==> src/rtl/ddr4_v2_2_20_mc_ecc_rmw_ctrl_if.sv <==
// ddr4_v2_2_20_mc_ecc_rmw_ctrl_if
// Bundles every non-clock signal of the ECC read-modify-write sequencer.
//   request side   : req_valid/req_ready, req_addr, req_buf_addr, req_partial
//   read command   : rd_cmd_valid/rd_cmd_ready, rd_cmd_addr
//   read return    : rd_data_valid, rd_data_ue
//   merge/encode   : merge_en, merge_buf_addr, raw_not_ecc
//   write command  : wr_cmd_valid/wr_cmd_ready, wr_cmd_addr, wr_cmd_buf_addr
//   status         : rmw_abort, rmw_ue_cnt
// Modports: slave = the sequencer, master = the surrounding MC logic.
//
// Handshakes (req, rd_cmd, wr_cmd): a transfer happens on a rising clock
// edge where valid and ready are both 1. Once valid is raised it stays high
// and its payload stays unchanged until that transfer; ready may stay low
// for any number of cycles and carries no obligation.
interface ddr4_v2_2_20_mc_ecc_rmw_ctrl_if #(
  parameter int ADDR_WIDTH          = 32,
  parameter int DATA_BUF_ADDR_WIDTH = 5,
  parameter int nCK_PER_CLK         = 4
);
  logic                           req_valid;
  logic                           req_ready;
  logic [ADDR_WIDTH-1:0]          req_addr;
  logic [DATA_BUF_ADDR_WIDTH-1:0] req_buf_addr;
  logic                           req_partial;
  logic                           rd_cmd_valid;
  logic                           rd_cmd_ready;
  logic [ADDR_WIDTH-1:0]          rd_cmd_addr;
  logic                           rd_data_valid;
  logic                           rd_data_ue;
  logic                           merge_en;
  logic [DATA_BUF_ADDR_WIDTH-1:0] merge_buf_addr;
  logic [2*nCK_PER_CLK-1:0]       raw_not_ecc;
  logic                           wr_cmd_valid;
  logic                           wr_cmd_ready;
  logic [ADDR_WIDTH-1:0]          wr_cmd_addr;
  logic [DATA_BUF_ADDR_WIDTH-1:0] wr_cmd_buf_addr;
  logic                           rmw_abort;
  logic [7:0]                     rmw_ue_cnt;

  modport slave (
    input  req_valid, req_addr, req_buf_addr, req_partial,
    output req_ready,
    output rd_cmd_valid, rd_cmd_addr,
    input  rd_cmd_ready,
    input  rd_data_valid, rd_data_ue,
    output merge_en, merge_buf_addr, raw_not_ecc,
    output wr_cmd_valid, wr_cmd_addr, wr_cmd_buf_addr,
    input  wr_cmd_ready,
    output rmw_abort, rmw_ue_cnt
  );

  modport master (
    output req_valid, req_addr, req_buf_addr, req_partial,
    input  req_ready,
    input  rd_cmd_valid, rd_cmd_addr,
    output rd_cmd_ready,
    output rd_data_valid, rd_data_ue,
    input  merge_en, merge_buf_addr, raw_not_ecc,
    input  wr_cmd_valid, wr_cmd_addr, wr_cmd_buf_addr,
    output wr_cmd_ready,
    input  rmw_abort, rmw_ue_cnt
  );
endinterface

==> src/rtl/ddr4_v2_2_20_mc_ecc_rmw_ctrl.sv <==
// ddr4_v2_2_20_mc_ecc_rmw_ctrl
// Sequences read-modify-write for byte-masked ECC writes. Full writes go
// straight to the write-command path; partial writes read the target line,
// hold the merge buffer for MERGE_LAT cycles while merge/encode runs, then
// issue the write. One transaction in flight.
// Ports:
//   clk, rst   : fabric clock, synchronous active-high reset
//   bus        : ddr4_v2_2_20_mc_ecc_rmw_ctrl_if.slave (request, read/write
//                command, read return, merge control, status)
//   dbg_state  : current FSM state (0 IDLE, 1 RD_ISSUE, 2 RD_WAIT,
//                3 MERGE, 4 WR_ISSUE)
// Optional feature macro: DDR4_RMW_UE_POISON_EN -- when defined, a UE on the
// RMW read forces raw_not_ecc to all-ones for that write so the buffered
// check bits poison the line; otherwise raw_not_ecc is tied 0.
// All outputs are registered.
module ddr4_v2_2_20_mc_ecc_rmw_ctrl #(
  parameter int TCQ                 = 100,
  parameter int ADDR_WIDTH          = 32,
  parameter int DATA_BUF_ADDR_WIDTH = 5,
  parameter int MERGE_LAT           = 2,
  parameter int RD_TIMEOUT          = 255,
  parameter int nCK_PER_CLK         = 4
) (
  input  logic                                  clk,
  input  logic                                  rst,
  ddr4_v2_2_20_mc_ecc_rmw_ctrl_if.slave         bus,
  output logic [2:0]                            dbg_state
);

  // Elaboration-time parameter sanity checks. TCQ only models clock-to-q
  // delay in behavioural sims and has no effect on this netlist.
  if (TCQ < 0) begin : g_bad_tcq
    $error("TCQ must be non-negative");
  end
  if (MERGE_LAT < 1 || MERGE_LAT > 256) begin : g_bad_merge_lat
    $error("MERGE_LAT must be 1..256");
  end
  if (RD_TIMEOUT < 1 || RD_TIMEOUT > 255) begin : g_bad_rd_timeout
    $error("RD_TIMEOUT must be 1..255");
  end

  typedef enum logic [2:0] {
    S_IDLE     = 3'd0,
    S_RD_ISSUE = 3'd1,
    S_RD_WAIT  = 3'd2,
    S_MERGE    = 3'd3,
    S_WR_ISSUE = 3'd4
  } state_e;

  // RD_WAIT lasts at most RD_TIMEOUT cycles; the last one sees cnt == TMO_LAST.
  localparam logic [7:0] TMO_LAST   = 8'(RD_TIMEOUT - 1);
  localparam logic [7:0] MERGE_LAST = 8'(MERGE_LAT - 1);

  state_e                         state_q, state_d;
  logic [7:0]                     tmo_cnt_q, tmo_cnt_d;
  logic [7:0]                     merge_cnt_q, merge_cnt_d;
  logic [7:0]                     ue_cnt_q, ue_cnt_d;
  logic [ADDR_WIDTH-1:0]          addr_q, addr_d;
  logic [DATA_BUF_ADDR_WIDTH-1:0] buf_q, buf_d;
  logic                           req_ready_q, req_ready_d;
  logic                           rd_cmd_valid_q, rd_cmd_valid_d;
  logic                           wr_cmd_valid_q, wr_cmd_valid_d;
  logic                           merge_en_q, merge_en_d;
  logic                           rmw_abort_q, rmw_abort_d;

  logic accept, rd_hs, wr_hs, data_in, timeout;

  assign accept  = (state_q == S_IDLE) && req_ready_q && bus.req_valid;
  assign rd_hs   = rd_cmd_valid_q && bus.rd_cmd_ready;
  assign wr_hs   = wr_cmd_valid_q && bus.wr_cmd_ready;
  // Read data arriving outside RD_WAIT is not ours and is dropped.
  assign data_in = (state_q == S_RD_WAIT) && bus.rd_data_valid;
  // Data on the final wait cycle beats the timeout.
  assign timeout = (state_q == S_RD_WAIT) && !bus.rd_data_valid &&
                   (tmo_cnt_q == TMO_LAST);

  // State register
  always_ff @(posedge clk) begin
    if (rst) state_q <= S_IDLE;
    else     state_q <= state_d;
  end

  // Next-state logic
  always_comb begin
    state_d = state_q;
    case (state_q)
      S_IDLE:     if (accept) state_d = bus.req_partial ? S_RD_ISSUE : S_WR_ISSUE;
      S_RD_ISSUE: if (rd_hs) state_d = S_RD_WAIT;
      S_RD_WAIT: begin
        if (data_in)      state_d = S_MERGE;
        else if (timeout) state_d = S_IDLE;
      end
      S_MERGE:    if (merge_cnt_q == MERGE_LAST) state_d = S_WR_ISSUE;
      S_WR_ISSUE: if (wr_hs) state_d = S_IDLE;
      default:    state_d = S_IDLE;
    endcase
  end

  // Output logic: registered outputs follow the state being entered.
  always_comb begin
    // req_ready lags one cycle behind the return to IDLE.
    req_ready_d    = (state_q == S_IDLE) && (state_d == S_IDLE);
    rd_cmd_valid_d = (state_d == S_RD_ISSUE);
    wr_cmd_valid_d = (state_d == S_WR_ISSUE);
    // Merge pointer stays held from MERGE through the write handshake; full
    // writes enter WR_ISSUE with merge_en_q low and never raise it.
    merge_en_d     = (state_d == S_MERGE) || ((state_d == S_WR_ISSUE) && merge_en_q);
    rmw_abort_d    = timeout;
  end

  // Counters and request latches
  always_comb begin
    tmo_cnt_d   = tmo_cnt_q;
    merge_cnt_d = merge_cnt_q;
    ue_cnt_d    = ue_cnt_q;
    addr_d      = addr_q;
    buf_d       = buf_q;
    if (accept) begin
      addr_d = bus.req_addr;
      buf_d  = bus.req_buf_addr;
    end
    if (rd_hs)                    tmo_cnt_d = 8'd0;
    else if (state_q == S_RD_WAIT) tmo_cnt_d = tmo_cnt_q + 8'd1;
    if (data_in)                  merge_cnt_d = 8'd0;
    else if (state_q == S_MERGE)  merge_cnt_d = merge_cnt_q + 8'd1;
    if (data_in && bus.rd_data_ue && (ue_cnt_q != 8'hFF)) ue_cnt_d = ue_cnt_q + 8'd1;
  end

  always_ff @(posedge clk) begin
    if (rst) begin
      tmo_cnt_q      <= '0;
      merge_cnt_q    <= '0;
      ue_cnt_q       <= '0;
      addr_q         <= '0;
      buf_q          <= '0;
      req_ready_q    <= 1'b0;
      rd_cmd_valid_q <= 1'b0;
      wr_cmd_valid_q <= 1'b0;
      merge_en_q     <= 1'b0;
      rmw_abort_q    <= 1'b0;
    end else begin
      tmo_cnt_q      <= tmo_cnt_d;
      merge_cnt_q    <= merge_cnt_d;
      ue_cnt_q       <= ue_cnt_d;
      addr_q         <= addr_d;
      buf_q          <= buf_d;
      req_ready_q    <= req_ready_d;
      rd_cmd_valid_q <= rd_cmd_valid_d;
      wr_cmd_valid_q <= wr_cmd_valid_d;
      merge_en_q     <= merge_en_d;
      rmw_abort_q    <= rmw_abort_d;
    end
  end

`ifdef DDR4_RMW_UE_POISON_EN
  logic [2*nCK_PER_CLK-1:0] raw_q, raw_d;

  // Set on a UE read return, held through the write, cleared entering IDLE.
  always_comb begin
    raw_d = raw_q;
    if (data_in && bus.rd_data_ue) raw_d = '1;
    if (state_d == S_IDLE)         raw_d = '0;
  end

  always_ff @(posedge clk) begin
    if (rst) raw_q <= '0;
    else     raw_q <= raw_d;
  end

  assign bus.raw_not_ecc = raw_q;
`else
  assign bus.raw_not_ecc = '0;
`endif

  assign bus.req_ready       = req_ready_q;
  assign bus.rd_cmd_valid    = rd_cmd_valid_q;
  assign bus.rd_cmd_addr     = addr_q;
  assign bus.merge_en        = merge_en_q;
  assign bus.merge_buf_addr  = buf_q;
  assign bus.wr_cmd_valid    = wr_cmd_valid_q;
  assign bus.wr_cmd_addr     = addr_q;
  assign bus.wr_cmd_buf_addr = buf_q;
  assign bus.rmw_abort       = rmw_abort_q;
  assign bus.rmw_ue_cnt      = ue_cnt_q;
  assign dbg_state           = state_q;

endmodule

==> src/flat_wrapper.sv <==
// flat-port wrapper written by rule: the top's interface ports become plain ports
module ddr4_v2_2_20_mc_ecc_rmw_ctrl_flat 
#(
  parameter int TCQ                 = 100,
  parameter int ADDR_WIDTH          = 32,
  parameter int DATA_BUF_ADDR_WIDTH = 5,
  parameter int MERGE_LAT           = 2,
  parameter int RD_TIMEOUT          = 255,
  parameter int nCK_PER_CLK         = 4
)
  (clk, rst, dbg_state, bus_req_valid, bus_req_addr, bus_req_buf_addr, bus_req_partial, bus_req_ready, bus_rd_cmd_valid, bus_rd_cmd_addr, bus_rd_cmd_ready, bus_rd_data_valid, bus_rd_data_ue, bus_merge_en, bus_merge_buf_addr, bus_raw_not_ecc, bus_wr_cmd_valid, bus_wr_cmd_addr, bus_wr_cmd_buf_addr, bus_wr_cmd_ready, bus_rmw_abort, bus_rmw_ue_cnt);
  ddr4_v2_2_20_mc_ecc_rmw_ctrl_if #(.ADDR_WIDTH(ADDR_WIDTH), .DATA_BUF_ADDR_WIDTH(DATA_BUF_ADDR_WIDTH), .nCK_PER_CLK(nCK_PER_CLK)) bus_i ();
  input  logic clk;
  input  logic rst;
  output logic [2:0] dbg_state;
  input wire logic [$bits(bus_i.req_valid)-1:0] bus_req_valid;
  input wire logic [$bits(bus_i.req_addr)-1:0] bus_req_addr;
  input wire logic [$bits(bus_i.req_buf_addr)-1:0] bus_req_buf_addr;
  input wire logic [$bits(bus_i.req_partial)-1:0] bus_req_partial;
  output wire logic [$bits(bus_i.req_ready)-1:0] bus_req_ready;
  output wire logic [$bits(bus_i.rd_cmd_valid)-1:0] bus_rd_cmd_valid;
  output wire logic [$bits(bus_i.rd_cmd_addr)-1:0] bus_rd_cmd_addr;
  input wire logic [$bits(bus_i.rd_cmd_ready)-1:0] bus_rd_cmd_ready;
  input wire logic [$bits(bus_i.rd_data_valid)-1:0] bus_rd_data_valid;
  input wire logic [$bits(bus_i.rd_data_ue)-1:0] bus_rd_data_ue;
  output wire logic [$bits(bus_i.merge_en)-1:0] bus_merge_en;
  output wire logic [$bits(bus_i.merge_buf_addr)-1:0] bus_merge_buf_addr;
  output wire logic [$bits(bus_i.raw_not_ecc)-1:0] bus_raw_not_ecc;
  output wire logic [$bits(bus_i.wr_cmd_valid)-1:0] bus_wr_cmd_valid;
  output wire logic [$bits(bus_i.wr_cmd_addr)-1:0] bus_wr_cmd_addr;
  output wire logic [$bits(bus_i.wr_cmd_buf_addr)-1:0] bus_wr_cmd_buf_addr;
  input wire logic [$bits(bus_i.wr_cmd_ready)-1:0] bus_wr_cmd_ready;
  output wire logic [$bits(bus_i.rmw_abort)-1:0] bus_rmw_abort;
  output wire logic [$bits(bus_i.rmw_ue_cnt)-1:0] bus_rmw_ue_cnt;
  assign bus_i.req_valid = bus_req_valid;
  assign bus_i.req_addr = bus_req_addr;
  assign bus_i.req_buf_addr = bus_req_buf_addr;
  assign bus_i.req_partial = bus_req_partial;
  assign bus_req_ready = bus_i.req_ready;
  assign bus_rd_cmd_valid = bus_i.rd_cmd_valid;
  assign bus_rd_cmd_addr = bus_i.rd_cmd_addr;
  assign bus_i.rd_cmd_ready = bus_rd_cmd_ready;
  assign bus_i.rd_data_valid = bus_rd_data_valid;
  assign bus_i.rd_data_ue = bus_rd_data_ue;
  assign bus_merge_en = bus_i.merge_en;
  assign bus_merge_buf_addr = bus_i.merge_buf_addr;
  assign bus_raw_not_ecc = bus_i.raw_not_ecc;
  assign bus_wr_cmd_valid = bus_i.wr_cmd_valid;
  assign bus_wr_cmd_addr = bus_i.wr_cmd_addr;
  assign bus_wr_cmd_buf_addr = bus_i.wr_cmd_buf_addr;
  assign bus_i.wr_cmd_ready = bus_wr_cmd_ready;
  assign bus_rmw_abort = bus_i.rmw_abort;
  assign bus_rmw_ue_cnt = bus_i.rmw_ue_cnt;
  ddr4_v2_2_20_mc_ecc_rmw_ctrl #(.TCQ(TCQ), .ADDR_WIDTH(ADDR_WIDTH), .DATA_BUF_ADDR_WIDTH(DATA_BUF_ADDR_WIDTH), .MERGE_LAT(MERGE_LAT), .RD_TIMEOUT(RD_TIMEOUT), .nCK_PER_CLK(nCK_PER_CLK)) u_core (.clk(clk), .rst(rst), .bus(bus_i), .dbg_state(dbg_state));
endmodule
==> config.mk <==
export PLATFORM = sky130hd
export DESIGN_NAME = ddr4_v2_2_20_mc_ecc_rmw_ctrl_flat
export DESIGN_NICKNAME = d
export VERILOG_FILES = /design/src/rtl/ddr4_v2_2_20_mc_ecc_rmw_ctrl_if.sv /design/src/rtl/ddr4_v2_2_20_mc_ecc_rmw_ctrl.sv /design/src/flat_wrapper.sv
export SDC_FILE = /design/constraint.sdc
export NUM_CORES = 1
export LEC_CHECK = 0
export CAP_MARGIN = 20
export CELL_PAD_IN_SITES_DETAIL_PLACEMENT = 0
export CELL_PAD_IN_SITES_GLOBAL_PLACEMENT = 1
export CORE_ASPECT_RATIO = 1.25
export CORE_UTILIZATION = 25
export DETAILED_ROUTE_END_ITERATION = 7
export MAX_ROUTING_LAYER = met4
export PLACE_DENSITY = 0.71
export SLEW_MARGIN = 0
export SYNTH_ARGS = -nofsm -noshare
export SYNTH_HDL_FRONTEND = slang
export SYNTH_SLANG_ARGS = --single-unit
==> constraint.sdc <==
create_clock -name clk -period 2 [get_ports clk]
set_clock_uncertainty 0.2 [all_clocks]
set_input_delay 0.3 -clock clk [delete_from_list [all_inputs] [get_ports clk]]
set_output_delay 0.3 -clock clk [all_outputs]
set_load 0.05 [all_outputs]
==> summary.md, run 1 <==
| Metric | Value |
|---|---|
| H-tree Lvls | 3 |
| Status | completed |
| Setup repair after global routing missed its margin | no |
| Post-route setup TNS | 0 ns |
| Detailed-route wire length per cell | 12.3 µm |
| Fin crit period | 1.83 ns |
| Seq/Total Area, Yosys | 43.9% |
| Final worst setup slack | 0.169 ns |
| Post CTS Setup Buffer Count | 0 |
| Vias in the first global route | around 2,600 |
| Clock sink total | 69 |
| Gr ovfl total | 0 |
| Hold path cells | 2 |
| Dpl cells | between 600 and 700 |
| GRT Overall Usage | 12.8% |
| Pleak | about 2.0 nW |
| Layout cells sized above 1 | 18.1% |
| Pwr Density | 939 nW/µm² |
| Antenna violations before repair | 1 |
| Pin count of the biggest net entering global routing | 38 |
| CP arrival | 1.89 ns |
| Residual DRC | 0 |
| Sequential share of power | 35.5% |
| Inserted Clock Buffers | 9 |
| Post-Place Setup Slack | -0.0865 ns |
| Final instance area | 4560 µm² |
| CTS tree | yes |
| Total die area | 13,000 µm² |
| Sw frac | 32.6% |
| Routed WL | 7900 µm |
| Highest Clock Rate | 546 MHz |
| Die height | 127 µm |
| First-pass GRT wire length | 12,500 µm |
| Critical path peak fanout | 10 |
| Core ar. | 12,200 µm² |
| Combinational group share of total power | 25.7% |
| Maximum clock path buffer count | 2 |
| Hold Path Origin | rst |
| FF-to-FF Start | u_core.dbg_state[2] |
| CP delay by family, top | simple AND/OR/NAND/NOR gates |
| Mapped Area | 3150 µm² |
| Final cycle utilization of the critical path | between 90% and 100% |
| Worst vdd ir | 0.398 mV |
| First DRT Iteration DRCs | between 70 and 80 |
| Core Util, Final | 37.3% |
| Worst hold endpoint | u_core.dbg_state[0] |
| Slew Limit Fails | 0 |
| Finished Layout Cells | 640 |
| TritonRoute pass-1 iters | 4 |
| Min Hold Slack | 0.157 ns |
| Clock root buffer | clkbuf_16 |
| Worst slew pin tran | 0.509 ns |
| Clk Latency, worst-skew pair | 0.33 ns |
| Vias per std cell | 4.39 |
| Clock Power Share | 38.8% |
| CP endpoint kind | register |
| Routed Antenna Nets | 0 |
| Port Buf Inserts | between 100 and 150 |
| HPWL Detailed | 5720 µm |
| Main synth FF type | dfxtp_1 |
| Post-synthesis register bit count | 69 |
| Final Total Pwr | 4.28 mW |
| Crit path max-delay cell type | and4bb_2 |
| Startpoint class of the critical path | register |
| Worst path max stage delay | about 0.45 ns |
| FF-to-FF setup slack | roughly 0.17 ns |
| Hold Violations, Final | 0 |
| Initial Util | 25.8% |
| Reg clk slew, reported paths | about 0.05 ns |
| Post-Syn Instances | 374 |
| P&R area growth vs syn | 44.8% |
| Relative slew slack | 66.0% |
| R2R Path End | u_core.bus.rmw_ue_cnt[4] |
| Post-synth EDFFs | 0 |
| Cts-stage hold buffer count | 0 |
| Horiz. Die Dim | 102 µm |
| Placed cell area | 4250 µm² |
| Critical Path RT | 2.06 ns |
| Pint | 2.88 mW |
| Rows | 45 |
| Num ports | ~140 |
| CP Cell Sequence | and4bb_2, o211ai_4, or4_1, a21oi_1 |
| Hold Path Class | in2reg |
| Synth Warn # | 0 |
| Post-synth ARST share | 0% |
| Max Cap Viol | 0 |
| Crit path kind | reg2reg |
| Psw | 1.40 mW |
| Layout fillers | 1,263 |
| GP Congestion | 0.740 |
| Finish-stage setup viols | 0 |
| Fin nets | 520 |
| Number of distinct library cells after synthesis | 46 |
| Syn Area/Cell | 8.42 µm² |
| Vias | 2,809 |
| Crit path buf inv count | 0 |
| R2R depth | 4 |
## logic make-up after synthesis
logic type                 synth area share (%)
and+or+nand+nor                            22.0
buffers and inverters                      15.0
DFF                                        43.9
AOI/OAI and AO/OA                          12.8
xor gates and xnor gates                   3.90
adders and majority gates                  1.99
other                                     0.119
muxes                                     0.318
## registers in the layout, summed over array words and instances, names as in the netlist, 3 cells and up
| signal | cells |
|---|---|
| u_core.bus.merge_buf_addr | 5 |
| u_core.bus.rd_cmd_addr | 32 |
| u_core.bus.rmw_ue_cnt | 8 |
| u_core.dbg_state | 3 |
| u_core.merge_cnt_q | 8 |
| u_core.tmo_cnt_q | 8 |
## synthesized netlist by cell type (6+ instances only)
master | n | area [µm²]
nor3_1 | 6 | 30.0
a21oi_1 | 44 | 220
nand2_1 | 86 | 323
xor2_1 | 6 | 52.6
buf_4 | 49 | 368
dfxtp_1 | 69 | 1380
inv_1 | 6 | 22.5
clkbuf_1 | 9 | 33.8
nand4_1 | 7 | 43.8
nor2_1 | 18 | 67.6
xnor2_1 | 8 | 70.1
## power by group through the flow
stage                     Combinational [mW]  Clock, mW  Sequential [mW]
after global placement                  1.14          0             1.55
final                                   1.10       1.66             1.52
after floorplan                        0.584          0             1.80
after CTS                               1.12       1.72             1.52
after global routing                    1.17       1.77             1.53
after detailed placement                1.14          0             1.56
## metal layers
layer,global-route usage [%],wire length (µm)
met5,-,0
met4,7.23,197
met3,2.68,423
met2,20.9,3850
met1,14.3,3430
## cell type report
class	count	area [µm²]	area share, %
Clock inverter	5	75.1	1.65
Timing Repair Buffer	143	1310	28.8
Tap cell	164	205	4.50
Inverter	6	22.5	0.494
Antenna cell	1	2.50	0.0549
Multi-Input combinational cell	241	1330	29.1
Sequential cell	69	1380	30.3
Clock buffer	11	233	5.10
## worst max-delay path by stage
| stage | from | endpoint | slack, ns | cells past startpoint |
|---|---|---|---|---|
| final | u_core.dbg_state[2] | u_core.bus.rmw_ue_cnt[4] | 0.17 | 4 |
| after global routing | u_core.dbg_state[2] | u_core.bus.rmw_ue_cnt[7] | 0.07 | 4 |
| after CTS | u_core.bus.rd_cmd_addr[5] | bus_wr_cmd_addr[5] | 0.0002 | 1 |
| after detailed placement | bus_rd_data_valid | u_core.bus.rmw_ue_cnt[4] | -0.09 | 5 |
| after global placement | bus_rd_data_valid | u_core.bus.rmw_ue_cnt[4] | -0.06 | 5 |
| after floorplan | u_core.dbg_state[2] | u_core.bus.merge_en | 0.002 | 6 |
## cell usage in the layout, fill, tap and decap left out, drive strengths merged, types with 3 or more instances in the layout
master	synthesis	routed
conb	1	8
nor3	6	6
dlygate4sd2	0	26
xor2	6	6
dfxtp	69	69
inv	6	6
a21oi	44	44
or3	5	5
a211oi	4	4
clkinv	0	3
nand4	7	7
clkbuf	9	11
nor2	18	18
and3	3	3
buf	56	64
o31ai	3	3
nand2	86	86
xnor2	8	8
ha	5	5
o21ai	5	5
dlymetal6s2s	0	10
clkdlybuf4s50	0	43
nand3	5	5
## what timing repair did
item                                    in CTS  in global routing
endpoints found under the setup margin      30                 11
gates resized for setup                     26                 11
hold endpoints to repair                     0                  0
No activity file was read; power rests on OpenSTA's default activity.
==> run 2, diff against run 1 <==
--- a/config.mk
+++ b/config.mk
@@ -6,13 +6,11 @@
 export NUM_CORES = 1
 export LEC_CHECK = 0
 export CAP_MARGIN = 20
-export CELL_PAD_IN_SITES_DETAIL_PLACEMENT = 0
-export CELL_PAD_IN_SITES_GLOBAL_PLACEMENT = 1
 export CORE_ASPECT_RATIO = 1.25
-export CORE_UTILIZATION = 25
+export CORE_UTILIZATION = 30
 export DETAILED_ROUTE_END_ITERATION = 7
 export MAX_ROUTING_LAYER = met4
-export PLACE_DENSITY = 0.71
+export PLACE_DENSITY = 0.62
 export SLEW_MARGIN = 0
 export SYNTH_ARGS = -nofsm -noshare
 export SYNTH_HDL_FRONTEND = slang
==> run 2 against run 1 <==
Net effect:
- sequential share of layout area barely moved
- sequential power barely moved
- fmax fell by 6.8%
- setup slack got worse by 0.13 ns
- largest power group unchanged
- utilization rose by 7.6 points
- routed wire length fell by 0.32%
==> summary.md, run 2 (same netlist as run 1, synthesis figures left out) <==
| Metric | Value |
|---|---|
| R2R depth | 4 (unchanged) |
| Pin count of the biggest net entering global routing | 38 (unchanged) |
| Clock root buffer | clkbuf_16 |
| Maximum clock path buffer count | 2 (unchanged) |
| Post-CTS Resized | 23 (-12%) |
| Detailed-route wire length per cell | 13.0 µm (+5.5%) |
| Crit path kind | reg2out |
| CP delay by family, top | buffers and inverters |
| Worst path max stage delay | 0.80 ns (+0.35 ns) |
| Slew Limit Fails | 0 (unchanged) |
| Core ar. | 10,200 µm² (-17%) |
| Inserted Clock Buffers | 9 (unchanged) |
| Routed WL | 7870 µm (-0.32%) |
| HPWL Detailed | 5710 µm (about the same) |
| Finish-stage setup viols | 0 (unchanged) |
| GRT Overall Usage | 14.9% (+2.1 points) |
| GP Congestion | 0.775 (+4.7%) |
| CP arrival | 1.46 ns (-0.43 ns) |
| Residual DRC | 0 (unchanged) |
| Clk Latency, worst-skew pair | 0.33 ns (about the same) |
| Final cycle utilization of the critical path | 98.2% (+6.7 points) |
| Most common cell after layout, fill and taps aside | nand2_1 |
| Hold path cells | 2 (unchanged) |
| First DRT Iteration DRCs | 86 (+15%) |
| GR peak layer | met2 |
| Relative slew slack | 66.2% (+0.17 points) |
| Post-route setup TNS | 0 ns (unchanged) |
| Pleak | 2.15 nW (+6.3%) |
| Hold Violations, Final | 0 (unchanged) |
| First-pass GRT wire length | 12,200 µm (-2.0%) |
| Pwr Density | 930 nW/µm² (-0.90%) |
| Horiz. Die Dim | 93.6 µm (-8.5%) |
| Rows | 41 (-8.9%) |
| Critical path peak fanout | 3 (-7) |
| Total die area | 10,900 µm² (-16%) |
| Max Cap Viol | 0 (unchanged) |
| CTS tree | yes |
| Fin nets | 521 (+0.19%) |
| Antenna violations before repair | 0 (-1) |
| Hold Path Class | in2reg |
| Worst slew pin tran | 0.506 ns (-0.00262 ns) |
| Setup repair after global routing missed its margin | no |
| Port Buf Inserts | 134 (unchanged) |
| Gr ovfl total | 0 (unchanged) |
| Reg clk slew, reported paths | 0.06 ns (about the same) |
| Area of the multi-input gates | 1330 µm² (unchanged) |
| Post-Place Setup Slack | -0.0892 ns (-0.00267 ns) |
| ANT cells | 0 (-1) |
| Startpoint class of the critical path | register |
| Commonest non-fill, non-tap cells in the layout | nand2_1, dfxtp_1, buf_4 |
| Cts-stage hold buffer count | 0 (unchanged) |
| TritonRoute pass-1 iters | 4 (unchanged) |
| Post CTS Setup Buffer Count | 0 (unchanged) |
| Grt met2 use | 26.0% (+5.1 points) |
| Vias in the first global route | 2,568 (-2.8%) |
| P&R area growth vs syn | 45.1% |
| Vias per std cell | 4.58 (+4.2%) |
| Final Total Pwr | 4.25 mW (-0.74%) |
| WP depth | 1 (-3) |
| H-tree Lvls | 3 (unchanged) |
| Vias | 2,768 (-1.5%) |
| Worst vdd ir | 0.399 mV (+0.31%) |
| Die height | 117 µm (-8.6%) |
| Register cell area after layout | 1380 µm² (unchanged) |
| Fin crit period | 1.96 ns (+0.134 ns) |
| Max FFs per register | 32 (unchanged) |
| Final worst setup slack | 0.0351 ns (-0.134 ns) |
| Routed Antenna Nets | 0 (unchanged) |
| CP Cell Sequence | clkdlybuf4s50_1 |
| Layout fillers | 988 (-22%) |
| Clock sink total | 69 (unchanged) |
| Critical Path RT | 1.50 ns (-0.56 ns) |
| Crit path buf inv count | 1 (+1) |
| Crit path max-delay cell type | clkdlybuf4s50_1 |
| Layout cells sized above 1 | 17.2% (-0.88 points) |
| CP endpoint kind | output port |
| Initial Util | 31.0% (+5.2 points) |
| Routing usage on met1 | 16.0% (+1.7 points) |
| Num ports | 143 (unchanged) |
| Status | completed |
| Met3 Use GR | 3.19% (+0.51 points) |
| Highest Clock Rate | 509 MHz (-6.8%) |
-- run 2: cell count changes in the layout (fill, tap and decap cells not counted), sizes merged --
cell           before  now
clkdlybuf4s50      43   44
dlygate4sd2        26   23
bufinv              2    1
diode               1    0
clkinv              3    2
clkbuf             11   10
buf                64   58
clkinvlp            0    2
inv                 6    7
dlymetal6s2s       10   19
-- run 2: worst register-to-register path, cell delays in order (launching register included) --
cell,delay [ns]
dfxtp_1,0.51
and3b_1,0.31
a32oi_1,0.34
a211oi_2,0.13
a22o_1,0.19
-- run 2: report_power, final --
group	internal [mW]	total, mW	switching (mW)
Combinational	0.351	1.11	0.763
Clock	1.01	1.62	0.612
Sequential	1.45	1.52	0.0615
Total	2.81	4.25	1.44
-- run 2: worst paths after layout --
| check | to | slack [ns] | start |
|---|---|---|---|
| hold reg to reg | u_core.bus.rd_cmd_addr[19] | 0.26 | u_core.bus.rd_cmd_addr[19] |
| setup / recovery | bus_wr_cmd_addr[8] | 0.04 | u_core.bus.rd_cmd_addr[8] |
| hold / removal | u_core.dbg_state[0] | 0.18 | rst |
| setup reg to reg | u_core.bus.merge_en | 0.22 | u_core.dbg_state[2] |
-- run 2: area by class of cell --
class / instances / area share, %
clock inverter: 6 / 1.56
sequential: 69 / 30.3
clock buffer: 10 / 5.23
timing repair buffer: 144 / 29.8
inverter: 6 / 0.493
multi-input combinational: 241 / 29.1
tap: 129 / 3.53
-- run 2: per-layer routing --
metal | up-vias | part of all wire [%]
met2 | 94 | 50
met1 | 1269 | 41
met4 | 0 | 1.7
li1 | 1394 | -
met3 | 11 | 7.0
met5 | - | 0
-- run 2: metrics by stage --
step / cells / cell area, µm² / hold WS [ns] / util [%]
global placement: 589 / 4230 / 0.256 / 41.7
floorplan: 381 / 3180 / 0.236 / -
detailed placement: 589 / 4230 / 0.267 / 41.7
finish: 605 / 4570 / 0.182 / 45.0
global route: 605 / 4570 / 0.207 / 45.0
CTS: 605 / 4510 / 0.167 / 44.4
==> run 3, diff against run 2 <==
--- a/config.mk
+++ b/config.mk
@@ -9,6 +9,7 @@
 export CORE_ASPECT_RATIO = 1.25
 export CORE_UTILIZATION = 30
 export DETAILED_ROUTE_END_ITERATION = 7
+export GPL_TIMING_DRIVEN = 0
 export MAX_ROUTING_LAYER = met4
 export PLACE_DENSITY = 0.62
 export SLEW_MARGIN = 0
==> run 3 against run 2 <==
Net effect:
- routed wire length increased by 5.4%
- highest routed layer unchanged
- largest power group unchanged
- worst hold slack improved by 0.039 ns
- sequential cell count is the same
- via count is 7.3% higher
- fmax is 0.31% higher
==> summary.md, run 3 (same netlist as run 1, synthesis figures left out) <==
| Metric | Value |
|---|---|
| Reg clk slew, reported paths | 0.06 ns (about the same) |
| Routed WL | 8290 µm (+5.4%) |
| Inserted Clock Buffers | 9 (unchanged) |
| Residual DRC | 0 (unchanged) |
| Worst vdd ir | 0.458 mV (+15%) |
| Hold Path Origin | rst |
| Vias | 2,969 (+7.3%) |
| Clock root buffer | clkbuf_16 |
| Maximum clock path buffer count | 2 (unchanged) |
| Most common cell after layout, fill and taps aside | nand2_1 |
| Pwr Density | 889 nW/µm² (-4.4%) |
| Detailed-route wire length per cell | 12.6 µm (-3.3%) |
| Fin nets | 575 (+10%) |
| Core Util, Final | 48.5% (+3.6 points) |
| Crit path buf inv count | 1 (unchanged) |
| Commonest non-fill, non-tap cells in the layout | nand2_1, dlygate4sd2_1, dfxtp_1 |
| Worst hold endpoint | u_core.dbg_state[2] |
| GRT Overall Usage | 15.5% (+0.63 points) |
| FF-to-FF setup slack | 0.15 ns (-0.07 ns) |
| Finish-stage setup viols | 0 (unchanged) |
| Hold path cells | 2 (unchanged) |
| TritonRoute pass-1 iters | 4 (unchanged) |
| Gr ovfl total | 0 (unchanged) |
| Layout cells sized above 1 | 15.1% (-2.1 points) |
| Total die area | 10,900 µm² (unchanged) |
| Met3 wire length | 498 µm (-9.3%) |
| Clk Latency, worst-skew pair | 0.32 ns (about the same) |
| Final cycle utilization of the critical path | 97.9% (-0.31 points) |
| Met2 WL post-DR | 3960 µm (+0.10%) |
| Max FFs per register | 32 (unchanged) |
| Psw | 1.44 mW (about the same) |
| P&R area growth vs syn | 56.6% |
| Critical path peak fanout | 2 (-1) |
| Status | completed |
| Crit path max-delay cell type | clkdlybuf4s50_1 |
| Hold Path Class | in2reg |
| Core ar. | 10,200 µm² (unchanged) |
| Antenna violations before repair | 0 (unchanged) |
| FF-to-FF Start | u_core.dbg_state[0] |
| Highest Clock Rate | 511 MHz (+0.31%) |
| CP delay by family, top | buffers and inverters |
| First DRT Iteration DRCs | 112 (+30%) |
| Setup repair after global routing missed its margin | no |
| HPWL Detailed | 6420 µm (+12%) |
| Cts-stage hold buffer count | 0 (unchanged) |
| GP Congestion | 0.783 (+1.0%) |
| ANT cells | 0 (unchanged) |
| Pleak | 2.41 nW (+12%) |
| H-tree Lvls | 3 (unchanged) |
| Initial Util | 31.0% (unchanged) |
| Worst slew pin tran | 0.581 ns (+0.0749 ns) |
| Post CTS Setup Buffer Count | 0 (unchanged) |
| Combinational group share of total power | 26.9% (+0.7 points) |
| Routed Antenna Nets | 0 (unchanged) |
| Rows | 41 (unchanged) |
| Worst path max stage delay | 0.81 ns (about the same) |
| R2R Path End | u_core.bus.rd_cmd_addr[13] |
| Sequential share of power | 34.5% (-1.2 points) |
| Max Cap Viol | 0 (unchanged) |
| Final worst setup slack | 0.0413 ns (+0.00613 ns) |
| Critical Path RT | 1.50 ns (about the same) |
| Num ports | 143 (unchanged) |
| Vias in the first global route | 2,680 (+4.4%) |
| Layout fillers | 1,010 (+2.2%) |
| R2R depth | 7 (+3) |
| Sw frac | 32.8% (-1.0 points) |
| Hold Violations, Final | 0 (unchanged) |
| CP arrival | 1.46 ns (about the same) |
| Max Used Layer | met4 |
| Post-Place Setup Slack | -0.139 ns (-0.0495 ns) |
| Clock Power Share | 38.6% (+0.5 points) |
| CTS tree | yes |
| Horiz. Die Dim | 93.6 µm (unchanged) |
| Clock sink total | 69 (unchanged) |
| CP Cell Sequence | clkdlybuf4s50_1 |
| Fin crit period | 1.96 ns (-0.00613 ns) |
| Placed cell area | 4670 µm² (+10%) |
| CP startpoint | u_core.bus.merge_en |
| Final instance area | 4930 µm² (+7.9%) |
| Wire length on met1 | 3650 µm (+13%) |
| First-pass GRT wire length | 12,900 µm (+5.1%) |
| Pint | 2.95 mW (+4.8%) |
| Post-CTS Resized | 74 (+220%) |
| Vias per std cell | 4.51 (-1.5%) |
| Startpoint class of the critical path | register |
| Relative slew slack | 61.2% (-4.9 points) |
| Slew Limit Fails | 0 (unchanged) |
| Port Buf Inserts | 133 (-0.75%) |
| CP endpoint kind | output port |
| Crit path kind | reg2out |
| Die height | 117 µm (unchanged) |
| Pin count of the biggest net entering global routing | 14 (-63%) |
-- run 3: changes by cell type in the layout (fill, tap and decap cells not counted), sizes merged --
cell           before  now
dlymetal6s2s       19   12
dlygate4sd2        23   74
buf                58   57
bufinv              1    2
clkbuf             10   17
clkdlybuf4s50      44   47
-- run 3: area by class of cell --
| cell class | count | area [µm²] | share of cell area, % |
|---|---|---|---|
| Tap cell | 129 | 161 | 3.27 |
| Multi-Input combinational cell | 241 | 1320 | 26.8 |
| Buffer | 65 | 450 | 9.14 |
| Clock inverter | 7 | 97.6 | 1.98 |
| Sequential cell | 69 | 1380 | 28.0 |
| Timing Repair Buffer | 133 | 1270 | 25.7 |
| Clock buffer | 9 | 225 | 4.57 |
| Inverter | 6 | 22.5 | 0.457 |
-- run 3: how the worst max path moves through the flow --
stage	end	slack [ns]	cells after the start
final	bus_merge_en	0.04	1
after global routing	bus_merge_en	0.00006	1
after CTS	bus_rd_cmd_addr[9]	0.00009	1
after detailed placement	u_core.bus.rd_cmd_addr[25]	-0.14	6
after global placement	u_core.bus.rmw_ue_cnt[6]	-0.1	5
after floorplan	u_core.bus.merge_en	0.002	6
-- run 3: per-stage QoR --
step | cells | setup TNS (ns) | power [mW] | hold slack (ns)
floorplan | 381 | 0 | 2.39 | 0.236
global route | 659 | 0 | 4.58 | 0.260
CTS | 659 | 0 | 4.45 | 0.208
global placement | 643 | -2.95 | 2.81 | 0.257
finish | 659 | 0 | 4.38 | 0.220
detailed placement | 643 | -3.84 | 2.82 | 0.261
-- run 3: power by group through the flow --
stage,clock [mW],sequential (mW),combinational [mW]
2_1_floorplan,0,1.80,0.584
3_3_place_gp,0,1.54,1.26
4_1_cts,1.75,1.51,1.19
3_5_place_dp,0,1.55,1.27
5_1_grt,1.81,1.52,1.25
6_report,1.69,1.51,1.18
-- run 3: routing by layer --
metal  track usage (%)  up-vias
met2              25.7      107
met1              18.5     1330
li1                  -     1515
met3              2.80       17
met4              6.77        0
met5                 -        -
